File: src/rtl/checkerboard_bist.sv
// Checkerboard BIST initiator for a single-port SRAM: pattern write/read, inverse write/read.
// Optional CKB_STOP_ON_FAIL_EN: abort to DONE on the first mismatch instead of finishing the run.
module checkerboard_bist #(
  parameter int ADDR_W = 4,
  parameter int DATA_W = 2,
  parameter int CNT_W  = ADDR_W + 2
) (
  input  logic              clk,
  input  logic              rst_n,
  input  logic              start,
  output logic [ADDR_W-1:0] mem_address,
  output logic              mem_we_n,
  output logic              mem_cs_n,
  output logic [DATA_W-1:0] mem_data_in,
  input  logic [DATA_W-1:0] mem_data_out,
  output logic              busy,
  output logic              done,
  output logic              pass,
  output logic [ADDR_W-1:0] fail_addr,
  output logic              fail_phase,
  output logic [CNT_W-1:0]  fail_count
);

  localparam logic [2:0] S_IDLE = 3'd0;
  localparam logic [2:0] S_W0   = 3'd1;
  localparam logic [2:0] S_R0   = 3'd2;
  localparam logic [2:0] S_R0T  = 3'd3;
  localparam logic [2:0] S_W1   = 3'd4;
  localparam logic [2:0] S_R1   = 3'd5;
  localparam logic [2:0] S_R1T  = 3'd6;
  localparam logic [2:0] S_DONE = 3'd7;

  // Word for address a in phase ph: base ...0101, inverted on odd checker cells and in phase 1.
  function automatic logic [DATA_W-1:0] pat(input logic [ADDR_W-1:0] a, input logic ph);
    logic [DATA_W-1:0] b;
    for (int i = 0; i < DATA_W; i++) b[i] = ((i % 2) == 0);
    return (a[ADDR_W/2] ^ a[0] ^ ph) ? ~b : b;
  endfunction

  logic [2:0]        state_q, state_d;
  logic [ADDR_W-1:0] addr_q, addr_d;
  logic              cs_n_q, cs_n_d, we_n_q, we_n_d;
  logic [DATA_W-1:0] wdata_q, wdata_d;
  logic              busy_q, busy_d, done_q, done_d, pass_q, pass_d;
  logic [ADDR_W-1:0] fail_addr_q, fail_addr_d;
  logic              fail_ph_q, fail_ph_d;
  logic [CNT_W-1:0]  fail_cnt_q, fail_cnt_d;
  logic              cmp_vld_q, cmp_vld_d;
  logic [DATA_W-1:0] exp_q, exp_d;
  logic [ADDR_W-1:0] cmp_addr_q, cmp_addr_d;
  logic              cmp_ph_q, cmp_ph_d;

  logic last, start_ok, rd_now, mismatch, stop;

  always_comb begin
    last     = (addr_q == {ADDR_W{1'b1}});
    start_ok = start && (state_q == S_IDLE || state_q == S_DONE);
    rd_now   = !cs_n_q && we_n_q;
    // Any differing bit, X/Z included, is a mismatch.
    mismatch = cmp_vld_q && (mem_data_out !== exp_q);
`ifdef CKB_STOP_ON_FAIL_EN
    stop     = mismatch;
`else
    stop     = 1'b0;
`endif

    state_d = state_q;
    addr_d  = addr_q;
    case (state_q)
      S_IDLE, S_DONE: if (start_ok) begin state_d = S_W0; addr_d = '0; end
      S_W0: begin addr_d = addr_q + 1'b1; if (last) state_d = S_R0; end
      S_R0: begin addr_d = addr_q + 1'b1; if (last) state_d = S_R0T; end
      S_R0T: state_d = S_W1;
      S_W1: begin addr_d = addr_q + 1'b1; if (last) state_d = S_R1; end
      S_R1: begin addr_d = addr_q + 1'b1; if (last) state_d = S_R1T; end
      S_R1T: state_d = S_DONE;
      default: state_d = S_IDLE;
    endcase
    if (stop) begin state_d = S_DONE; addr_d = '0; end

    cs_n_d  = !(state_d == S_W0 || state_d == S_R0 || state_d == S_W1 || state_d == S_R1);
    we_n_d  = !(state_d == S_W0 || state_d == S_W1);
    wdata_d = we_n_d ? '0 : pat(addr_d, state_d == S_W1);
    busy_d  = !(state_d == S_IDLE || state_d == S_DONE);
    done_d  = (state_d == S_DONE);

    // Capture what the read on the bus this cycle should return next cycle.
    cmp_vld_d  = rd_now && !stop;
    exp_d      = pat(addr_q, state_q == S_R1);
    cmp_addr_d = addr_q;
    cmp_ph_d   = (state_q == S_R1);

    fail_cnt_d  = fail_cnt_q;
    fail_addr_d = fail_addr_q;
    fail_ph_d   = fail_ph_q;
    if (start_ok) begin
      fail_cnt_d  = '0;
      fail_addr_d = '0;
      fail_ph_d   = 1'b0;
    end else if (mismatch) begin
      if (fail_cnt_q != {CNT_W{1'b1}}) fail_cnt_d = fail_cnt_q + 1'b1;
      if (fail_cnt_q == '0) begin
        fail_addr_d = cmp_addr_q;
        fail_ph_d   = cmp_ph_q;
      end
    end
    pass_d = done_d && (fail_cnt_d == '0);
  end

  always_ff @(posedge clk) begin
    if (!rst_n) begin
      state_q     <= S_IDLE;
      addr_q      <= '0;
      cs_n_q      <= 1'b1;
      we_n_q      <= 1'b1;
      wdata_q     <= '0;
      busy_q      <= 1'b0;
      done_q      <= 1'b0;
      pass_q      <= 1'b0;
      fail_addr_q <= '0;
      fail_ph_q   <= 1'b0;
      fail_cnt_q  <= '0;
      cmp_vld_q   <= 1'b0;
      exp_q       <= '0;
      cmp_addr_q  <= '0;
      cmp_ph_q    <= 1'b0;
    end else begin
      state_q     <= state_d;
      addr_q      <= addr_d;
      cs_n_q      <= cs_n_d;
      we_n_q      <= we_n_d;
      wdata_q     <= wdata_d;
      busy_q      <= busy_d;
      done_q      <= done_d;
      pass_q      <= pass_d;
      fail_addr_q <= fail_addr_d;
      fail_ph_q   <= fail_ph_d;
      fail_cnt_q  <= fail_cnt_d;
      cmp_vld_q   <= cmp_vld_d;
      exp_q       <= exp_d;
      cmp_addr_q  <= cmp_addr_d;
      cmp_ph_q    <= cmp_ph_d;
    end
  end

  assign mem_address = addr_q;
  assign mem_we_n    = we_n_q;
  assign mem_cs_n    = cs_n_q;
  assign mem_data_in = wdata_q;
  assign busy        = busy_q;
  assign done        = done_q;
  assign pass        = pass_q;
  assign fail_addr   = fail_addr_q;
  assign fail_phase  = fail_ph_q;
  assign fail_count  = fail_cnt_q;

endmodule

File: config.mk
export PLATFORM = sky130hd
export DESIGN_NAME = checkerboard_bist
export DESIGN_NICKNAME = d
export VERILOG_FILES = /design/src/rtl/checkerboard_bist.sv
export SDC_FILE = /design/constraint.sdc
export NUM_CORES = 1
export LEC_CHECK = 0
export ABC_AREA = 1
export ABC_CLOCK_PERIOD_IN_PS = 3900
export CAP_MARGIN = 30
export CORE_MARGIN = 3
export CORE_UTILIZATION = 25
export CTS_CLUSTER_DIAMETER = 50
export DETAILED_ROUTE_END_ITERATION = 10
export GPL_TIMING_DRIVEN = 0
export PLACE_DENSITY = 0.47
export SLEW_MARGIN = 5
export SYNTH_ARGS = -nofsm -noshare
export SYNTH_HDL_FRONTEND = slang
export SYNTH_SLANG_ARGS = --single-unit
File: constraint.sdc
create_clock -name clk -period 3.9 [get_ports clk]
set_input_delay 0.39 -clock clk [delete_from_list [all_inputs] [get_ports clk]]
set_output_delay 0.39 -clock clk [all_outputs]
set_load 0.02 [all_outputs]
==> results of run 1 <==
[final cells by class]
class / instances / area (um^2)
plain buffers: 7 / 67.6
flip-flops and latches: 33 / 661
clock buffers: 5 / 68.8
fillers: 710 / 4300
well taps: 93 / 116
multi-input cells: 172 / 907
repair buffers: 26 / 260
clock inverters: 3 / 65.1
inverters: 31 / 121
[registers in the layout (all words and copies together), names as in the netlist]
name,flops
fail_count,6
cmp_addr_q,4
fail_addr,4
mem_address,4
state_q,3
exp_q,2
mem_data_in,2
busy,1
cmp_ph_q,1
cmp_vld_q,1
done,1
fail_phase,1
mem_cs_n,1
mem_we_n,1
pass,1
[worst min-delay path by stage]
stage | from | end | slack, ps | cells after the start
6_report | mem_cs_n | cmp_vld_q | 440 | 1
4_1_cts | mem_cs_n | cmp_vld_q | 450 | 1
2_1_floorplan | cmp_addr_q[0] | fail_addr[0] | 450 | 2
3_3_place_gp | mem_cs_n | cmp_vld_q | 440 | 1
5_1_grt | mem_cs_n | cmp_vld_q | 470 | 1
3_5_place_dp | mem_cs_n | cmp_vld_q | 430 | 1
[placed cells by master, fill, tap and decap left out, drive strengths merged]
cell / netlist / routed
nand2: 79 / 79
dfxtp: 33 / 33
nor2: 31 / 31
inv: 31 / 31
nand3: 30 / 30
clkdlybuf4s50: 0 / 26
a21oi: 11 / 11
buf: 6 / 6
clkbuf: 1 / 6
nand4: 4 / 4
o21ai: 4 / 4
xnor2: 3 / 3
xor2: 3 / 3
ha: 3 / 3
o211ai: 2 / 2
bufinv: 0 / 2
o21bai: 1 / 1
nor3: 1 / 1
clkinv: 0 / 1
[logic make-up after synthesis]
family | share of synthesized area, %
and+or+nand+nor | 40.5
buffers and inverters | 10.8
DFF | 37.6
AOI/OAI and AO/OA | 5.98
xor gates and xnor gates | 2.99
adders and majority gates | 2.14
[cell usage after synthesis]
master and instances:
sky130_fd_sc_hd__xnor2_1 3, sky130_fd_sc_hd__nor2_2 2, sky130_fd_sc_hd__nand4_1 4, sky130_fd_sc_hd__nor2_1 26, sky130_fd_sc_hd__o21ai_2 1, sky130_fd_sc_hd__nor2_8 1, sky130_fd_sc_hd__a21oi_1 10, sky130_fd_sc_hd__nand2_4 3
sky130_fd_sc_hd__nand2_1 66, sky130_fd_sc_hd__nand3_2 2, sky130_fd_sc_hd__buf_6 5, sky130_fd_sc_hd__nor3_1 1, sky130_fd_sc_hd__nand3_4 2, sky130_fd_sc_hd__inv_2 5, sky130_fd_sc_hd__inv_1 24, sky130_fd_sc_hd__nor2_4 2
sky130_fd_sc_hd__clkbuf_1 1, sky130_fd_sc_hd__o21ai_0 2, sky130_fd_sc_hd__inv_4 2, sky130_fd_sc_hd__o21ai_1 1, sky130_fd_sc_hd__ha_1 3, sky130_fd_sc_hd__buf_4 1, sky130_fd_sc_hd__o21bai_1 1, sky130_fd_sc_hd__nand3_1 26
sky130_fd_sc_hd__a21oi_2 1, sky130_fd_sc_hd__nand2_2 10, sky130_fd_sc_hd__xor2_1 3, sky130_fd_sc_hd__o211ai_1 2, sky130_fd_sc_hd__dfxtp_1 33
[power by group through the flow]
stage                logic, W  clock network [W]  registers, W
detailed placement   0.000115                  0      0.000366
global placement     0.000116                  0      0.000366
finish               0.000114           0.000383      0.000358
global route         0.000129           0.000416      0.000360
floorplan           0.0000699                  0      0.000374
CTS                  0.000116           0.000399      0.000358
[metal layers]
metal	share of wire (%)	global-route usage, %
met2	44	16.5
met1	50	12.8
met5	0	0
met4	0.60	3.58
met3	5.0	2.92
[stage by stage]
| step | hold WS (ps) | power [W] | instance area (um^2) | std cells |
|---|---|---|---|---|
| 6_report | 438 | 0.000856 | 2270 | 370 |
| 5_1_grt | 469 | 0.000905 | 2270 | 370 |
| 4_1_cts | 450 | 0.000874 | 2270 | 370 |
| 3_5_place_dp | 432 | 0.000481 | 2130 | 362 |
| 3_3_place_gp | 443 | 0.000482 | 2130 | 362 |
| 2_1_floorplan | 447 | 0.000444 | 1760 | 243 |
==> results.sh, run 1 <==
export IMPL_setup_viol=0
export IMPL_power_share_clock_pct=44.8
export IMPL_gpl_final_weighted_congestion=0.785
export IMPL_placementRows=29
export IMPL_worst_setup_path_startpoint="fail_count[2]"
export IMPL_slew_headroom_pct=57.3
export IMPL_die_area_mm2=0.00807
export IMPL_unrepaired_setup_endpoints_after_global_routing="no"
export IMPL_synth_seq_area_share_pct=37.6
export IMPL_synth_lib_cells_used_distinct=29
export IMPL_startpoint_type="flip-flop"
export IMPL_worst_endpoint_arrival_ps=1450
export IMPL_antenna_found_initial=0
export IMPL_r2r_path_end="fail_addr[3]"
export IMPL_swShare_pct=24.2
export IMPL_dieHeight_um=89.8
export IMPL_route_vias_total=1535
export IMPL_required_ps=3510
export IMPL_worst_ir_drop_vdd_mv=0.191
export IMPL_power_per_cell_area_mw_per_mm2=377
export IMPL_total_switching_power_w=0.000207
export IMPL_globalRoute_totalOverflow=0
export IMPL_cts_made_buffers=5
export IMPL_initial_utilization_pct=26.7
export IMPL_fin_crit_ps=1840
export IMPL_finalCritPeriodShare_pct=47.1
export IMPL_tritoncts="built"
export IMPL_synth_top_area_cell="sky130_fd_sc_hd__dfxtp_1"
export IMPL_synthesis_area_mm2=0.00176
export IMPL_timing_hold_violations_final=0
export IMPL_layout_area_overhead_vs_synth_pct=29.1
export IMPL_setup_ws_ps=2060
export IMPL_maxcap_violations=0
export IMPL_internal_power_contribution_w=0.000648
export IMPL_dpl_hpwl_um=2920
export IMPL_slew_violations=0
export IMPL_critPathMaxFanout=7
export IMPL_dominant_cells_by_area_after_synthesis="sky130_fd_sc_hd__dfxtp_1 38%, sky130_fd_sc_hd__nand2_1 14%, sky130_fd_sc_hd__nand3_1 7.4%, sky130_fd_sc_hd__nor2_1 5.6%, sky130_fd_sc_hd__inv_1 5.1%"
export IMPL_post_synth_cell_area_avg_um2=7.23
export IMPL_r2r_worst_path_cells=7
export IMPL_place_port_buffers=26
export IMPL_post_cts_repair_setup_buffers=0
export IMPL_grt_first_pass_wirelength_um=6790
export IMPL_synth_ff_latch_count=33
export IMPL_path_cells="clkdlybuf4s50_1"
export IMPL_fin_setup_tns_ps=0
export IMPL_die_width_um=89.8
export IMPL_synthDominantCellAreaShare_pct=37.6
export IMPL_cp_depth=1
export IMPL_diodes_inserted=0
export IMPL_cts_root_buffer="sky130_fd_sc_hd__clkbuf_8"
export IMPL_setup_reg_to_reg_worst_slack_ps=2150
export IMPL_status="finished clean"
export IMPL_yosysWarningCount=0
export IMPL_critical_path_top_delay_family="buffers and inverters"
export IMPL_grtUsageTotal_pct=10.1
export IMPL_worst_path_max_delay_cell="sky130_fd_sc_hd__clkdlybuf4s50_1"
export IMPL_max_fclk_ghz=0.544
export IMPL_cts_sinks=33
export IMPL_drtAntennaViolNets=0
export IMPL_cell_count_after_synthesis=243
export IMPL_timing_worst_slew_pin_value_ps=636
export IMPL_ctsHtreeMaxLevel=2
export IMPL_crit_path_max_incr_delay_ps=670
export IMPL_ctsLongestPathBuffers=2
export IMPL_holdBufCountCts=0
export IMPL_clk_insertion_delay_late_ps=280
export IMPL_final_util_pct=34.5
export IMPL_total_leakage_power_nw=1.03
export IMPL_drive_above_1_share_pct=16.2
export IMPL_remaining_drc_errors=0
export IMPL_p_seq_share_pct=41.8
export IMPL_worst_setup_path_endpoint="fail_count[2]"
export IMPL_floorplan_io_pins=27
export IMPL_cts_resized=0
export IMPL_layout_nets=284
export IMPL_reg_to_reg_critical_path_startpoint="fail_count[0]"
export IMPL_power_frac_comb_pct=13.4
export IMPL_worstPathBufferInverterCount=1
export IMPL_avgRoutedWirePerCell_um=10.4
export IMPL_worst_clock_skew_ps=4.54
export IMPL_path_type_of_the_worst_setup_path="reg2out"
export IMPL_hold_path_class="reg2reg"
export IMPL_net_count_after_synthesis=251
export IMPL_worstSetupEndpointType="output port"
export IMPL_clkTransAtPathRegs_ps=70
export IMPL_via_count_of_the_first_global_routing_pass=1527
export IMPL_pin_count_of_the_biggest_net_entering_global_routing=12
export IMPL_viasPerCell=4.15
export IMPL_postRouteWirelength_um=3850
export IMPL_dp_slack_ps=1930
export IMPL_placeableCoreArea_mm2=0.00657
export IMPL_drt_pass1_iter_count=4
export IMPL_drt_iter0_drc=37
No activity file was read; power rests on OpenSTA's default activity.
==> run 2: changes to the inputs <==
Settings changed: ABC_CLOCK_PERIOD_IN_PS 3900 to 1500, PLACE_DENSITY 0.47 to 0.49.
Clock period 3.9 ns to 1.5 ns, I/O delays scaled along.
==> run 2 against run 1 <==
Against the previous run:
- setup slack got worse by 2000 ps
- non-clock buffer count rose by 13
- die area did not move
- first-iteration DRC count rose by 22%
- clock power rose to 2.6 times the previous value
- critical path type unchanged
==> results.sh, run 2 (synthesis gave the netlist of run 1 again) <==
export IMPL_grtUsageTotal_pct=10.5
export IMPL_reg_to_reg_critical_path_startpoint="state_q[0]"
export IMPL_clkTransAtPathRegs_ps=70
export IMPL_dp_slack_ps=-241
export IMPL_setup_viol=0
export IMPL_die_width_um=89.8
export IMPL_required_ps=1350
export IMPL_critical_path_top_delay_family="buffers and inverters"
export IMPL_layout_area_overhead_vs_synth_pct=43.9
export IMPL_timing_worst_slew_pin_value_ps=488
export IMPL_tritoncts="built"
export IMPL_timing_hold_violations_final=0
export IMPL_max_fclk_ghz=0.677
export IMPL_path_type_of_the_worst_setup_path="reg2out"
export IMPL_largest_register_ffs=6
export IMPL_gr_max_usage_layer="met2"
export IMPL_worst_clock_skew_ps=8.79
export IMPL_floorplan_io_pins=27
export IMPL_worstSetupEndpointType="output port"
export IMPL_placed_cells_incl_taps=362
export IMPL_setup_ws_ps=22.4
export IMPL_unrepaired_setup_endpoints_after_global_routing="yes"
export IMPL_use_met3_pct=3.01
export IMPL_viasPerCell=4.29
export IMPL_ctsHtreeMaxLevel=2
export IMPL_grt_first_pass_wirelength_um=6980
export IMPL_layout_nets=297
export IMPL_instances_no_fill=383
export IMPL_placementRows=29
export IMPL_remaining_drc_errors=0
export IMPL_path_cells="clkdlybuf4s50_1"
export IMPL_cts_made_buffers=5
export IMPL_startpoint_type="flip-flop"
export IMPL_most_common_layout_cells="58 x sky130_fd_sc_hd__nand2_1, 25 x sky130_fd_sc_hd__nor2_1, 25 x sky130_fd_sc_hd__dfxtp_1, 22 x sky130_fd_sc_hd__nand3_1"
export IMPL_gpl_final_weighted_congestion=0.837
export IMPL_cts_root_buffer="sky130_fd_sc_hd__clkbuf_8"
export IMPL_worst_endpoint_arrival_ps=1330
export IMPL_die_area_mm2=0.00807
export IMPL_ctsLongestPathBuffers=2
export IMPL_drt_iter0_drc=45
export IMPL_slew_headroom_pct=67.5
export IMPL_status="finished clean"
export IMPL_fin_setup_tns_ps=0
export IMPL_diodes_inserted=0
export IMPL_dpl_hpwl_um=2960
export IMPL_mostFrequentLayoutCell="sky130_fd_sc_hd__nand2_1"
export IMPL_pin_count_of_the_biggest_net_entering_global_routing=12
export IMPL_totalPowerFinal_w=0.00231
export IMPL_finalCritPeriodShare_pct=98.5
export IMPL_worst_ir_drop_vdd_mv=0.578
export IMPL_worstPathBufferInverterCount=1
export IMPL_worst_path_max_delay_cell="sky130_fd_sc_hd__clkdlybuf4s50_1"
export IMPL_initial_utilization_pct=26.7
export IMPL_hold_path_class="in2reg"
export IMPL_placeableCoreArea_mm2=0.00657
export IMPL_met1_usage_pct=13.4
export IMPL_total_leakage_power_nw=1.15
export IMPL_worst_setup_path_startpoint="mem_address[3]"
export IMPL_place_port_buffers=26
export IMPL_route_vias_total=1644
export IMPL_groute_layer_met2_usage_pct=16.3
export IMPL_final_util_pct=38.5
export IMPL_crit_path_max_incr_delay_ps=640
export IMPL_via_count_of_the_first_global_routing_pass=1563
export IMPL_drive_above_1_share_pct=31.4
export IMPL_clk_insertion_delay_late_ps=290
export IMPL_slew_violations=0
export IMPL_power_per_cell_area_mw_per_mm2=915
export IMPL_cts_sinks=33
export IMPL_hold_path_startpoint="start"
export IMPL_antenna_found_initial=0
export IMPL_dieHeight_um=89.8
export IMPL_drt_pass1_iter_count=4
export IMPL_critPathMaxFanout=4
export IMPL_postRouteWirelength_um=4180
export IMPL_drtAntennaViolNets=0
export IMPL_fin_crit_ps=1480
export IMPL_globalRoute_totalOverflow=0
export IMPL_avgRoutedWirePerCell_um=10.9
export IMPL_maxcap_violations=0
[run 2: cell types whose count changed in the layout (fill, tap and decap cells not counted), moves of 4 or more]
cell,delta
sky130_fd_sc_hd__buf_4,+12
sky130_fd_sc_hd__a21oi_1,-4
sky130_fd_sc_hd__nand3_1,-4
sky130_fd_sc_hd__nand2_2,+6
sky130_fd_sc_hd__clkdlybuf4s50_1,-5
sky130_fd_sc_hd__a21oi_2,+4
sky130_fd_sc_hd__dlygate4sd2_1,+4
sky130_fd_sc_hd__dfxtp_2,+5
sky130_fd_sc_hd__dfxtp_1,-8
sky130_fd_sc_hd__nand2_1,-8
[run 2: power by group]
group | switching [W] | internal [W] | total, W
combinational | 0.000213 | 0.000165 | 0.000377
clock | 0.000343 | 0.000660 | 0.00100
sequential | 0.0000270 | 0.000906 | 0.000933
[run 2: path summary, 6_finish.rpt]
kind	endpoint	slack [ps]	depth (start not counted)
worst max-delay path	mem_address[3]	20	1
worst min-delay path	mem_address[1]	350	4
worst max register to register	mem_data_in[1]	70	10
worst min register to register	cmp_vld_q	460	1
[run 2: metrics by stage]
step           cell area, um^2  hold WS [ps]
5_1_grt                   2530           406
3_5_place_dp              2140           450
6_report                  2530           355
2_1_floorplan             1760           262
4_1_cts                   2310           456
3_3_place_gp              2140           449
[run 2: layout make-up]
class | count | area (um^2)
buffer | 7 | 78.8
fill | 679 | 4040
timing repair buffer | 39 | 355
multi-input combinational | 172 | 1030
clock inverter | 3 | 65.1
sequential | 33 | 678
clock buffer | 5 | 68.8
tap | 93 | 116
inverter | 31 | 131
[run 2: layer usage]
metal  wire length (um)  vias up
li1                   -      853
met1               2010      741
met2               1880       35
met5                  0        -
met4                141        0
met3                147       15
[run 2: timing repair]
item,in CTS,in global routing
resized for setup,14,40
hold endpoints to repair,0,0
hold buffers,0,0
setup endpoints to repair,14,17
buffers inserted,0,13
pin swaps,0,18
